$ cat config.mk
export PLATFORM = sky130hd
export DESIGN_NAME = int2float_pipe
export DESIGN_NICKNAME = d
export VERILOG_FILES = /design/src/rtl/int2float_pipe.sv
export SDC_FILE = /design/constraint.sdc
export NUM_CORES = 1
export LEC_CHECK = 0
export CAP_MARGIN = 15
export CORE_ASPECT_RATIO = 1.1
export CORE_MARGIN = 5
export CORE_UTILIZATION = 54
export DETAILED_ROUTE_END_ITERATION = 10
export PLACE_DENSITY = 0.79
export SETUP_SLACK_MARGIN = 0.15
export SYNTH_ARGS = -nofsm -noshare
export SYNTH_HDL_FRONTEND = slang
export SYNTH_SLANG_ARGS = --single-unit
$ cat constraint.sdc
create_clock -name clk -period 2.2 [get_ports clk]
set_clock_uncertainty 0.1 [all_clocks]
set_input_delay 0.22 -clock clk [delete_from_list [all_inputs] [get_ports clk]]
set_output_delay 0.22 -clock clk [all_outputs]
set_load 0.02 [all_outputs]
$ cat src/rtl/int2float_pipe.sv
// Three-stage integer-to-compact-float converter (valid/ready, full throughput).
// Optional build macro I2F_ROUND_NEAREST_EN: round-to-nearest-even with saturation in S3.
module int2float_pipe #(
  parameter int IN_W   = 11,
  parameter int MAN_W  = 3,
  parameter int EXP_W  = 4,
  parameter int SIGNED = 0,
  localparam int OUT_W = SIGNED + EXP_W + MAN_W
) (
  input  logic             clk,
  input  logic             rst,
  input  logic             in_valid,
  output logic             in_ready,
  input  logic [IN_W-1:0]  in_data,
  output logic             out_valid,
  input  logic             out_ready,
  output logic [OUT_W-1:0] out_data,
  output logic             busy
);
  localparam int LW = (IN_W > 1) ? $clog2(IN_W) : 1;
  localparam int RW = IN_W - 1 - MAN_W;

  // Handshake contract: a word moves across a boundary on a cycle where
  // valid and ready are both high; an offered word is held until taken.
  logic             s1_valid, s2_valid, s3_valid;
  logic             s1_sign, s2_sign;
  logic [IN_W-1:0]  s1_mag, s2_mag;
  logic [LW-1:0]    s2_lead;
  logic             s2_zero;
  logic [OUT_W-1:0] s3_data;

  logic s1_free, s2_free, s3_free;
  assign s3_free = ~s3_valid | out_ready;
  assign s2_free = ~s2_valid | s3_free;
  assign s1_free = ~s1_valid | s2_free;

  assign in_ready  = ~rst & s1_free;
  assign out_valid = ~rst & s3_valid;
  assign busy      = ~rst & (s1_valid | s2_valid | s3_valid);
  assign out_data  = rst ? '0 : s3_data;

  logic            in_sign;
  logic [IN_W-1:0] in_mag;
  always_comb begin
    in_sign = 1'b0;
    in_mag  = in_data;
    // Negating the most negative value wraps to 2^(IN_W-1), the correct magnitude.
    if (SIGNED != 0 && in_data[IN_W-1]) begin
      in_sign = 1'b1;
      in_mag  = -in_data;
    end
  end

  logic [LW-1:0] lod_lead;
  logic          lod_zero;
  always_comb begin
    lod_lead = '0;
    for (int i = 0; i < IN_W; i++) begin
      if (s1_mag[i]) lod_lead = LW'(i);
    end
    lod_zero = ~|s1_mag;
  end

  int               sh;
  int               e_i;
  logic [MAN_W-1:0] man_t;
  logic [OUT_W-1:0] pk;
`ifdef I2F_ROUND_NEAREST_EN
  logic [RW-1:0]    rem;
  logic             guard, sticky;
`endif
  always_comb begin
    sh    = IN_W - 1 - int'(s2_lead);
    e_i   = 0;
    man_t = s2_mag[MAN_W-1:0];
`ifdef I2F_ROUND_NEAREST_EN
    rem    = RW'(s2_mag << sh);
    guard  = rem[RW-1];
    sticky = 1'b0;
    for (int i = 0; i < RW - 1; i++) sticky = sticky | rem[i];
`endif
    if (s2_zero) begin
      man_t = '0;
    end else if (int'(s2_lead) >= MAN_W) begin
      // Left-justify so the leading one sits at the MSB; the mantissa is just below it.
      man_t = MAN_W'((s2_mag << sh) >> RW);
      e_i   = int'(s2_lead) - MAN_W + 1;
`ifdef I2F_ROUND_NEAREST_EN
      if (guard & (sticky | man_t[0])) begin
        if (&man_t) begin
          man_t = '0;
          e_i   = e_i + 1;
        end else begin
          man_t = man_t + MAN_W'(1);
        end
      end
      if (e_i > (2**EXP_W) - 1) begin
        e_i   = (2**EXP_W) - 1;
        man_t = '1;
      end
`endif
    end
    pk                 = '0;
    pk[MAN_W-1:0]      = man_t;
    pk[MAN_W +: EXP_W] = EXP_W'(e_i);
    if (SIGNED != 0) pk[OUT_W-1] = s2_sign & ~s2_zero;
  end

  always_ff @(posedge clk) begin
    if (rst) begin
      s1_valid <= 1'b0;
      s2_valid <= 1'b0;
      s3_valid <= 1'b0;
      s1_sign  <= 1'b0;
      s1_mag   <= '0;
      s2_sign  <= 1'b0;
      s2_mag   <= '0;
      s2_lead  <= '0;
      s2_zero  <= 1'b1;
      s3_data  <= '0;
    end else begin
      if (s1_free) begin
        s1_valid <= in_valid;
        if (in_valid) begin
          s1_sign <= in_sign;
          s1_mag  <= in_mag;
        end
      end
      if (s2_free) begin
        s2_valid <= s1_valid;
        if (s1_valid) begin
          s2_sign <= s1_sign;
          s2_mag  <= s1_mag;
          s2_lead <= lod_lead;
          s2_zero <= lod_zero;
        end
      end
      if (s3_free) begin
        s3_valid <= s2_valid;
        if (s2_valid) s3_data <= pk;
      end
    end
  end
endmodule

=== Word-level counts from Yosys, hierarchy flattened ===
Index checks and enable logic that the tools add are counted.

* Flip-flop bits (word level): 37
* Bits in latches: 0
* Bits in writable memories: 0
* Bits in read-only memories: 0
* Bits of input ports: 15
* Output and inout port bits: 10
* Memories: 0

* Add/sub/neg operators: 3
* Multipliers: 0
* Div/mod/pow operators: 0
* Order comparisons: 1
* Equal/unequal tests: 0
* Shift-type cells: 1
* Mux-type cells: 15
* Bitwise operators: 12
* Reductions and logical operators: 5

{| class="wikitable"
|+ Operator list
! operator !! count
|-
| $mux W4 || 11
|-
| $shl A11 B32 Y10 || 1
|-
| $reduce_or A11 Y1 || 1
|-
| $mux W7 || 1
|-
| $mux W3 || 2
|-
| $reduce_and A2 Y1 || 3
|-
| $or A1 B1 Y1 || 5
|-
| $sub A4 B4 Y5 const A || 1
|-
| $add A4 B2 Y4 const B || 1
|-
| $ge A4 B2 Y1 const B || 1
|-
| $not A1 Y1 || 4
|-
| $sub A4 B2 Y4 const B || 1
|-
| $and A1 B1 Y1 || 3
|-
| $logic_not A1 Y1 || 1
|-
| $mux W1 || 1
|}

=== Longest topological paths before layout ===
Gate-level depths: netlist of the first run.

* Depth in word-level cells: 10
* Mapped depth: 7
* Depth with buffers taken out: 6

=== Least setup slack after synthesis of the first run ===
Ideal clock, no wire load.

* Path type: register to register
* From: reg s2_lead[2]
* To: reg s3_data[2]
* Library setup time: 0.079 ns
* Arrival time: 1.815 ns
* Setup slack: 0.206 ns
* Cell stages (with the launch flop): 8
* Clock period less this slack: 1.994 ns
* Path through: dfxtp_1 buf_2 inv_1 ha_1 a21oi_1 mux2_2 or4_1 o211ai_1

* Word-level cells in the longest chain between the ends: 4

{| class="wikitable"
|+ Ends and longest elaborated chain
! element !! RTL line !! RTL
|-
| from (decl) || 28 || <nowiki>logic [LW-1:0] s2_lead;</nowiki>
|-
| from (signal assigned) || 134 || <nowiki>s2_lead <= lod_lead;</nowiki>
|-
| $sub A4 B4 Y5 || 73 || <nowiki>sh = IN_W - 1 - int'(s2_lead);</nowiki>
|-
| $shl A11 B32 Y10 || 86 || <nowiki>man_t = MAN_W'((s2_mag << sh) >> RW);</nowiki>
|-
| $mux W3 * || 84 || <nowiki>end else if (int'(s2_lead) >= MAN_W) begin</nowiki>
|-
| $mux W3 * || 82 || <nowiki>if (s2_zero) begin</nowiki>
|-
| to (signal assigned) || 140 || <nowiki>if (s2_valid) s3_data <= pk;</nowiki>
|-
| to (decl) || 30 || <nowiki>logic [OUT_W-1:0] s3_data;</nowiki>
|}

Mark *: on every way between the ends. The rest lies on a longest branch, timed or not.
A chain may end at the register's enable or synchronous reset.

=== Worst setup path in the final report of the first run ===
* From: reg s2_lead[1]
* To: reg s3_data[2]

Same word-level chain as after synthesis.

==> out/results.tsv, run 1 <==
stage	metric	value	unit
run_status	status	finished, final reports clean	
routing	vias per inst	5.557	
power_and_ir_drop	PD cells	555.4	mW/mm^2
finish	fill count	315	
floorplan	Row Count	22	
setup_path	critical path's top delay family	flip-flops	
synth	Synth Register Bits	36	
sta	max-slew violations	0	
synth	ranking of synthesized cells by area	dfxtp_1 38%, a21oi_1 8.3%, nand2_1 7.2%, nand3_1 3.2%, nor2_1 3.2%	
synth	cell taking the most area after synthesis	dfxtp_1	
clock_tree	Sink Count	36	
setup_path	crit path from	s2_lead[1]	
floorplan	initial core utilization	0.5592	
clock_tree	Clock Tree Root	clkbuf_4	
sta	unrepaired setup endpoints after global routing	yes	
finish	area of the multi-input gates	0.001049	mm^2
sta	final setup margin	0.2087	ns
sta	relative slew slack	0.6858	
sta	Worst-Margin Slew	0.4707	ns
routing	1st-pass router iterations	4	
routing	DRT Wirelength	4042	um
clock_tree	CTS tree	built	
finish	fin area	0.002268	mm^2
min_path	HP Class	input pin to register	
floorplan	# IOs	25	
placement	DP Worst Slack	0.1372	ns
setup_path	Setup Crit Path Kind	register to register	
finish	layout cells sized above 1	0.1379	
floorplan	Die ar.	0.004759	mm^2
clock_tree	Worst-path clk slew	0.11	ns
finish	area grow syn2layout	20.79	%
placement	IO Port Bufs	24	
min_path	min-delay src	in_data[1]	
synth	syn_area_per_cell	7.992	um^2
global_route	number of global-route vias before repair	1549	
power_and_ir_drop	Lkg Pwr	0.8302	nW
setup_path	critical path endpoint category	register	
setup_path	CP Data Arrival Time	2.16	ns
global_route	largest net degree at the start of global routing	24	
setup_path	Buf/Inv on CP	1	
clock_tree	Skew-Pair Late Insertion Delay	0.34	ns
routing	DRT iter0 DRCs	88	
setup_path	crit start category	register	
setup_path	flop2flop setup slack	0.21	ns
placement	GPL Wtd Cong	0.9722	
setup_path	Crit path required time	2.37	ns
routing	DRC Markers	0	
sta	final hold vios	0	
placement	Cells after DPL	299	
global_route	initial antenna violation count	0	
finish	Final nets	279	
synth	sequential area share after synthesis	0.3837	
routing	vias	1717	
synth	Syn Inst Count	235	
finish	Post-Layout Cell Count	309	
finish	FF+latch area	723.2	um^2
floorplan	CORE AREA	0.003358	mm^2
synth	area share of the leading cell type in the synthesized netlist	0.3837	
setup_path	CP max stage cell	dfxtp_2	
run	max-cap viol count	0	
floorplan	die width	66.23	um
floorplan	Die Ht	71.85	um
global_route	gr usage total	0.1836	
synth	Synth Cell Area	0.001878	mm^2
sta	fin crit period	1.991	ns
global_route	first-pass GRT wire length	6858	um
routing	post-route ant nets	0	
setup_path	Reg-to-Reg Start	s2_lead[1]	
synth	Unique masters post-synth	48	
setup_path	critical-path maximum fanout	5	
power_and_ir_drop	VDD IR-drop max	0.0003571	V
clock_tree	H-tree levels	2	
sta	Max Fclk	0.5022	GHz
synth	Post-Syn Nets	254	
clock_tree	Max Buffers Root-to-Sink	2	
finish	Antenna Diode Count	0	
routing	DR WL/cell	13.08	um
sta	TNS Setup	0	ns
sta	final setup vio count	0	
setup_path	CP cell instances	inv_1 > ha_1 > a21oi_2 > mux2_2 > or4_1 > o211ai_1	
global_route	gr ovfl total	0	
setup_path	slowest cell delay on critical path	0.40	ns
clock_tree	CTS Buf Count	5	
sta	Tcrit/Tclk final	0.9051	
placement	Detailed Place HPWL	3032	um
placement	Area after DPL	0.002182	mm^2
synth	yosys warns	0	
## tightest hold or removal path, delay by kind of cell
kind	cells	cell delay (ns)
AO/OA/AOI/OAI	1	0.06
AND/OR/NAND/NOR	1	0.06
buffers and inverters	1	0.39
## synth_stat cells (all sizes together)
master   n
o41ai    1
a31oi    3
nor3     4
nor4b    1
nor2b    8
mux2i    1
o32ai    4
xnor2    3
a21oi   31
a221oi   2
or3      1
o21ai    9
or4      2
o22ai    1
inv     12
nand2b   1
o211ai   2
o31a     2
dfxtp   36
nor2    16
mux4     2
o21bai   1
buf      9
mux2     5
nand3   12
and3b    1
nand2   36
and2     1
clkbuf   8
nor3b    3
nand4    2
ha       4
a211oi   2
nor4     1
and3     2
a21boi   1
nand3b   1
and4     1
a21bo    1
o21a     1
o31ai    1
## stage by stage
stage            util  hold WS, ns  power [mW]
2_1_floorplan       -       0.2675      0.8495
3_3_place_gp   0.6498       0.3576      0.9185
3_5_place_dp   0.6498       0.3585      0.9228
4_1_cts        0.6673       0.3192       1.269
5_1_grt        0.6755       0.3285       1.323
6_report       0.6755       0.3312       1.260
## final timing paths
path         cells after the start         end
max                              6  s3_data[2]
min                              3   s1_mag[1]
max reg2reg                      6  s3_data[2]
min reg2reg                      2   s2_mag[5]
## layer usage
layer,GRT usage,part of all wire
met1,0.2109,0.42
met2,0.3153,0.51
met3,0.04232,0.047
met4,0.09029,0.025
met5,0,0
## repair_timing
action | in CTS | in global routing
gates resized for setup | 2 | 5
hold buffers | 0 | 0
setup buffers | 0 | 2
pin swaps | 0 | 0
setup endpoints to repair | 1 | 6
## cell type report
cell class | count | share of cell area
clock buffer | 7 | 0.01986
clock inverter | 1 | 0.003861
inverter | 12 | 0.01986
multi-input combinational | 170 | 0.4622
sequential | 36 | 0.3188
tap | 48 | 0.02648
timing repair buffer | 35 | 0.1489
## cells in the final DEF, fill, tap and decap left out, types with 2 or more instances in the layout
cell type	Yosys	routed
a211oi_1	2	2
a21oi_1	31	30
a221oi_1	2	2
a31oi_1	3	3
buf_4	0	10
clkbuf_1	8	2
clkbuf_4	0	5
clkdlybuf4s50_1	0	23
dfxtp_1	36	34
dfxtp_2	0	2
ha_1	4	3
inv_1	11	11
mux2_2	5	5
mux4_2	2	2
nand2_1	36	36
nand3_1	12	12
nand4_1	2	2
nor2_1	16	15
nor2b_1	7	7
nor3_1	4	4
nor3b_1	3	3
o211ai_1	2	2
o21ai_0	7	7
o21ai_2	1	2
o31a_1	2	2
o32ai_1	4	4
or4_1	2	2
xnor2_1	3	3
## cells by family (layout without fill, tap and decap cells)
logic type	Yosys count	count (layout)	synth area share
AND/OR/NAND/NOR	93	93	0.2505
AO/OA/AOI/OAI	62	62	0.2012
flip-flops	36	36	0.3837
buffers and inverters	29	55	0.06462
multiplexers	8	8	0.05929
adder cells (fa/ha/maj)	4	4	0.02665
XOR/XNOR	3	3	0.01399
## power breakdown
group / internal (mW) / leakage (nW) / switching [mW]
sequential: 0.676 / 0.295 / 0.0309
combinational: 0.102 / 0.506 / 0.106
clock: 0.128 / 0.0295 / 0.217
total: 0.906 / 0.830 / 0.354
## state kept, by name, indices dropped and copies added, names as in the netlist
name      flops
s1_mag       11
s2_mag       10
s3_data       7
s2_lead       4
s1_valid      1
s2_valid      1
s2_zero       1
s3_valid      1
(Power assumes the default switching activity.)
==> inputs of run 2 (changes only) <==
SLEW_MARGIN = 10   (was unset)
==> results of run 2 <==
No change in the layout: final DEF, timing and power equal those of run 1.
==> inputs of run 3 (changes only) <==
CORE_UTILIZATION = 58   (was 54)
PLACE_DENSITY = 0.83   (was 0.79)
clock period = 2.3 ns   (was 2.2 ns; I/O delays follow)
==> out/results.tsv, run 3 (synthesis results as in run 1) <==
stage	metric	value	unit	change
run_status	status	finished, final reports clean		
setup_path	worst setup path end	s3_data[2]		
clock_tree	CTS Buf Count	5		unchanged
clock_tree	Max Buffers Root-to-Sink	2		unchanged
setup_path	Crit path required time	2.47	ns	+0.10 ns
setup_path	Setup Crit Path Kind	register to register		
floorplan	die width	64.26	um	-3.0%
setup_path	critical-path maximum fanout	5		unchanged
finish	largest registers	s1_mag x11, s2_mag x10, s3_data x7		
setup_path	critical path endpoint category	register		
power_and_ir_drop	switching share of power	0.2663		-0.01446
sta	Worst-Margin Slew	0.5427	ns	+0.07209 ns
setup_path	CP Data Arrival Time	2.22	ns	+0.06 ns
finish	Antenna Diode Count	0		unchanged
power_and_ir_drop	net load switching power	332.6	uW	-6.0%
sta	Max Fclk	0.4889	GHz	-2.6%
floorplan	initial core utilization	0.6109		+0.05167
clock_tree	Skew-Pair Late Insertion Delay	0.34	ns	about the same
routing	DR WL/cell	13.58	um	+3.8%
placement	GPL Wtd Cong	0.9314		-4.2%
power_and_ir_drop	VDD IR-drop max	0.0006308	V	+77%
placement	Cells after DPL	285		-4.7%
global_route	largest net degree at the start of global routing	30		+25%
sta	relative slew slack	0.6377		-0.04812
placement	Detailed Place HPWL	2974	um	-1.9%
floorplan	CORE AREA	0.003074	mm^2	-8.5%
sta	max-slew violations	0		unchanged
finish	Final nets	277		-0.72%
finish	Largest register FFs	11		unchanged
setup_path	slowest cell delay on critical path	0.42	ns	+0.02 ns
power_and_ir_drop	Lkg Pwr	0.8122	nW	-2.2%
global_route	first-pass GRT wire length	6837	um	-0.31%
setup_path	crit path from	s2_lead[1]		
routing	vias	1670		-2.7%
sta	final setup vio count	0		unchanged
floorplan	Row Count	21		-4.5%
clock_tree	Post-CTS Setup Bufs	0		unchanged
floorplan	Die Ht	69.68	um	-3.0%
clock_tree	CTS tree	built		
routing	1st-pass router iterations	4		unchanged
power_and_ir_drop	Seq pwr share	0.541		-0.020
power_and_ir_drop	clock power share	0.301		+0.027
min_path	HP Class	input pin to register		
setup_path	CP cell instances	inv_1 > ha_1 > a21oi_2 > mux2_2 > or4_1 > o211ai_1		
finish	Largest Register	s1_mag		
finish	most frequent cells in the layout	36 x nand2_1, 36 x dfxtp_1, 30 x a21oi_1		
routing	vias per inst	5.719		+2.9%
routing	DRT iter0 DRCs	62		-30%
setup_path	R2R depth	6		unchanged
global_route	number of global-route vias before repair	1592		+2.8%
clock_tree	Hold Buf Count CTS	0		unchanged
clock_tree	post-cts sizing count	0		-2
run	max-cap viol count	0		unchanged
sta	fin crit period	2.045	ns	+0.05409 ns
clock_tree	H-tree levels	2		unchanged
floorplan	# IOs	25		unchanged
setup_path	flop2flop setup slack	0.25	ns	+0.05 ns
power_and_ir_drop	Gate power share	0.157		-0.008
setup_path	CP max stage cell	dfxtp_1		
global_route	gr usage total	0.1856		+0.002060
setup_path	Reg-to-Reg Start	s2_lead[1]		
setup_path	Critical R2R Capture	s3_data[2]		
routing	post-route ant nets	0		unchanged
power_and_ir_drop	Internal	916.1	uW	+1.1%
finish	layout cells sized above 1	0.1318		-0.006148
global_route	gr ovfl total	0		unchanged
sta	final hold vios	0		unchanged
power_and_ir_drop	PD cells	555.7	mW/mm^2	about the same
routing	DRT Wirelength	3964	um	-1.9%
sta	TNS Setup	0	ns	unchanged
sta	unrepaired setup endpoints after global routing	no		
setup_path	crit start category	register		
floorplan	Die ar.	0.004477	mm^2	-5.9%
clock_tree	Worst-path clk slew	0.10	ns	about the same
clock_tree	Clock Tree Root	clkbuf_4		
sta	Tcrit/Tclk final	0.8893		-0.01584
clock_tree	Sink Count	36		unchanged
finish	area grow syn2layout	19.65	%	
global_route	initial antenna violation count	0		unchanged
finish	Post-Layout Cell Count	292		-5.5%
placement	IO Port Bufs	24		unchanged
routing	DRC Markers	0		unchanged
==> run 3: changes by cell type in the layout (fill, tap and decap cells not counted), sizes merged <==
cell / delta
clkinv: -1
dlymetal6s2s: -1
buf: -2
clkdlybuf4s50: +1
==> run 3: critical path, delay by kind of cell, from the launching register on <==
family,cells,cell delay [ns]
buf+inv,1,0.10
fa+ha+maj,1,0.24
simple gates,1,0.40
mux,1,0.37
compound gates,2,0.35
flops,1,0.42
==> run 3: power groups by stage <==
| stage | Combinational, mW | Sequential (mW) | Clock, mW |
|---|---|---|---|
| after floorplan | 0.136 | 0.677 | 0 |
| after global placement | 0.191 | 0.688 | 0 |
| after detailed placement | 0.194 | 0.689 | 0 |
| after CTS | 0.195 | 0.675 | 0.381 |
| after global routing | 0.216 | 0.680 | 0.416 |
| final | 0.197 | 0.676 | 0.376 |
==> run 3: worst min-delay path by stage <==
stage               start   endpoint  slack (ns)  depth (start not counted)
2_1_floorplan  in_data[0]  s1_mag[0]        0.28                          2
4_1_cts        in_data[1]  s1_mag[1]        0.34                          3
3_5_place_dp    s2_mag[9]  s2_mag[9]        0.35                          2
5_1_grt        in_data[8]  s1_mag[8]        0.34                          3
6_report       in_data[1]  s1_mag[1]        0.34                          3
3_3_place_gp    s2_mag[9]  s2_mag[9]        0.34                          2
==> run 3: per-stage QoR <==
stage | utilization | hold slack (ns) | power [mW] | worst slack, ns | cell area, um^2
floorplan | - | 0.2775 | 0.8126 | 0.3057 | 1878
global placement | 0.7041 | 0.3445 | 0.8789 | 0.2392 | 2165
detailed placement | 0.7041 | 0.3472 | 0.8830 | 0.2171 | 2165
CTS | 0.7253 | 0.3410 | 1.250 | 0.1926 | 2230
global route | 0.7310 | 0.3360 | 1.313 | 0.1718 | 2247
finish | 0.7310 | 0.3425 | 1.249 | 0.2546 | 2247
==> run 3: cell type report <==
class,instances,area (um^2)
timing repair buffer,33,320.3
fill,251,827.0
sequential,36,720.7
inverter,12,45.04
clock buffer,7,65.06
tap,34,42.54
multi-input combinational,170,1054
==> run 3: per-layer routing <==
layer  vias up  part of all wire  track usage
met5         -                 0            0
met1       762              0.45       0.2147
li1        868                 -            -
met4         0             0.020      0.07014
met3         8             0.043      0.05511
met2        32              0.49       0.3153
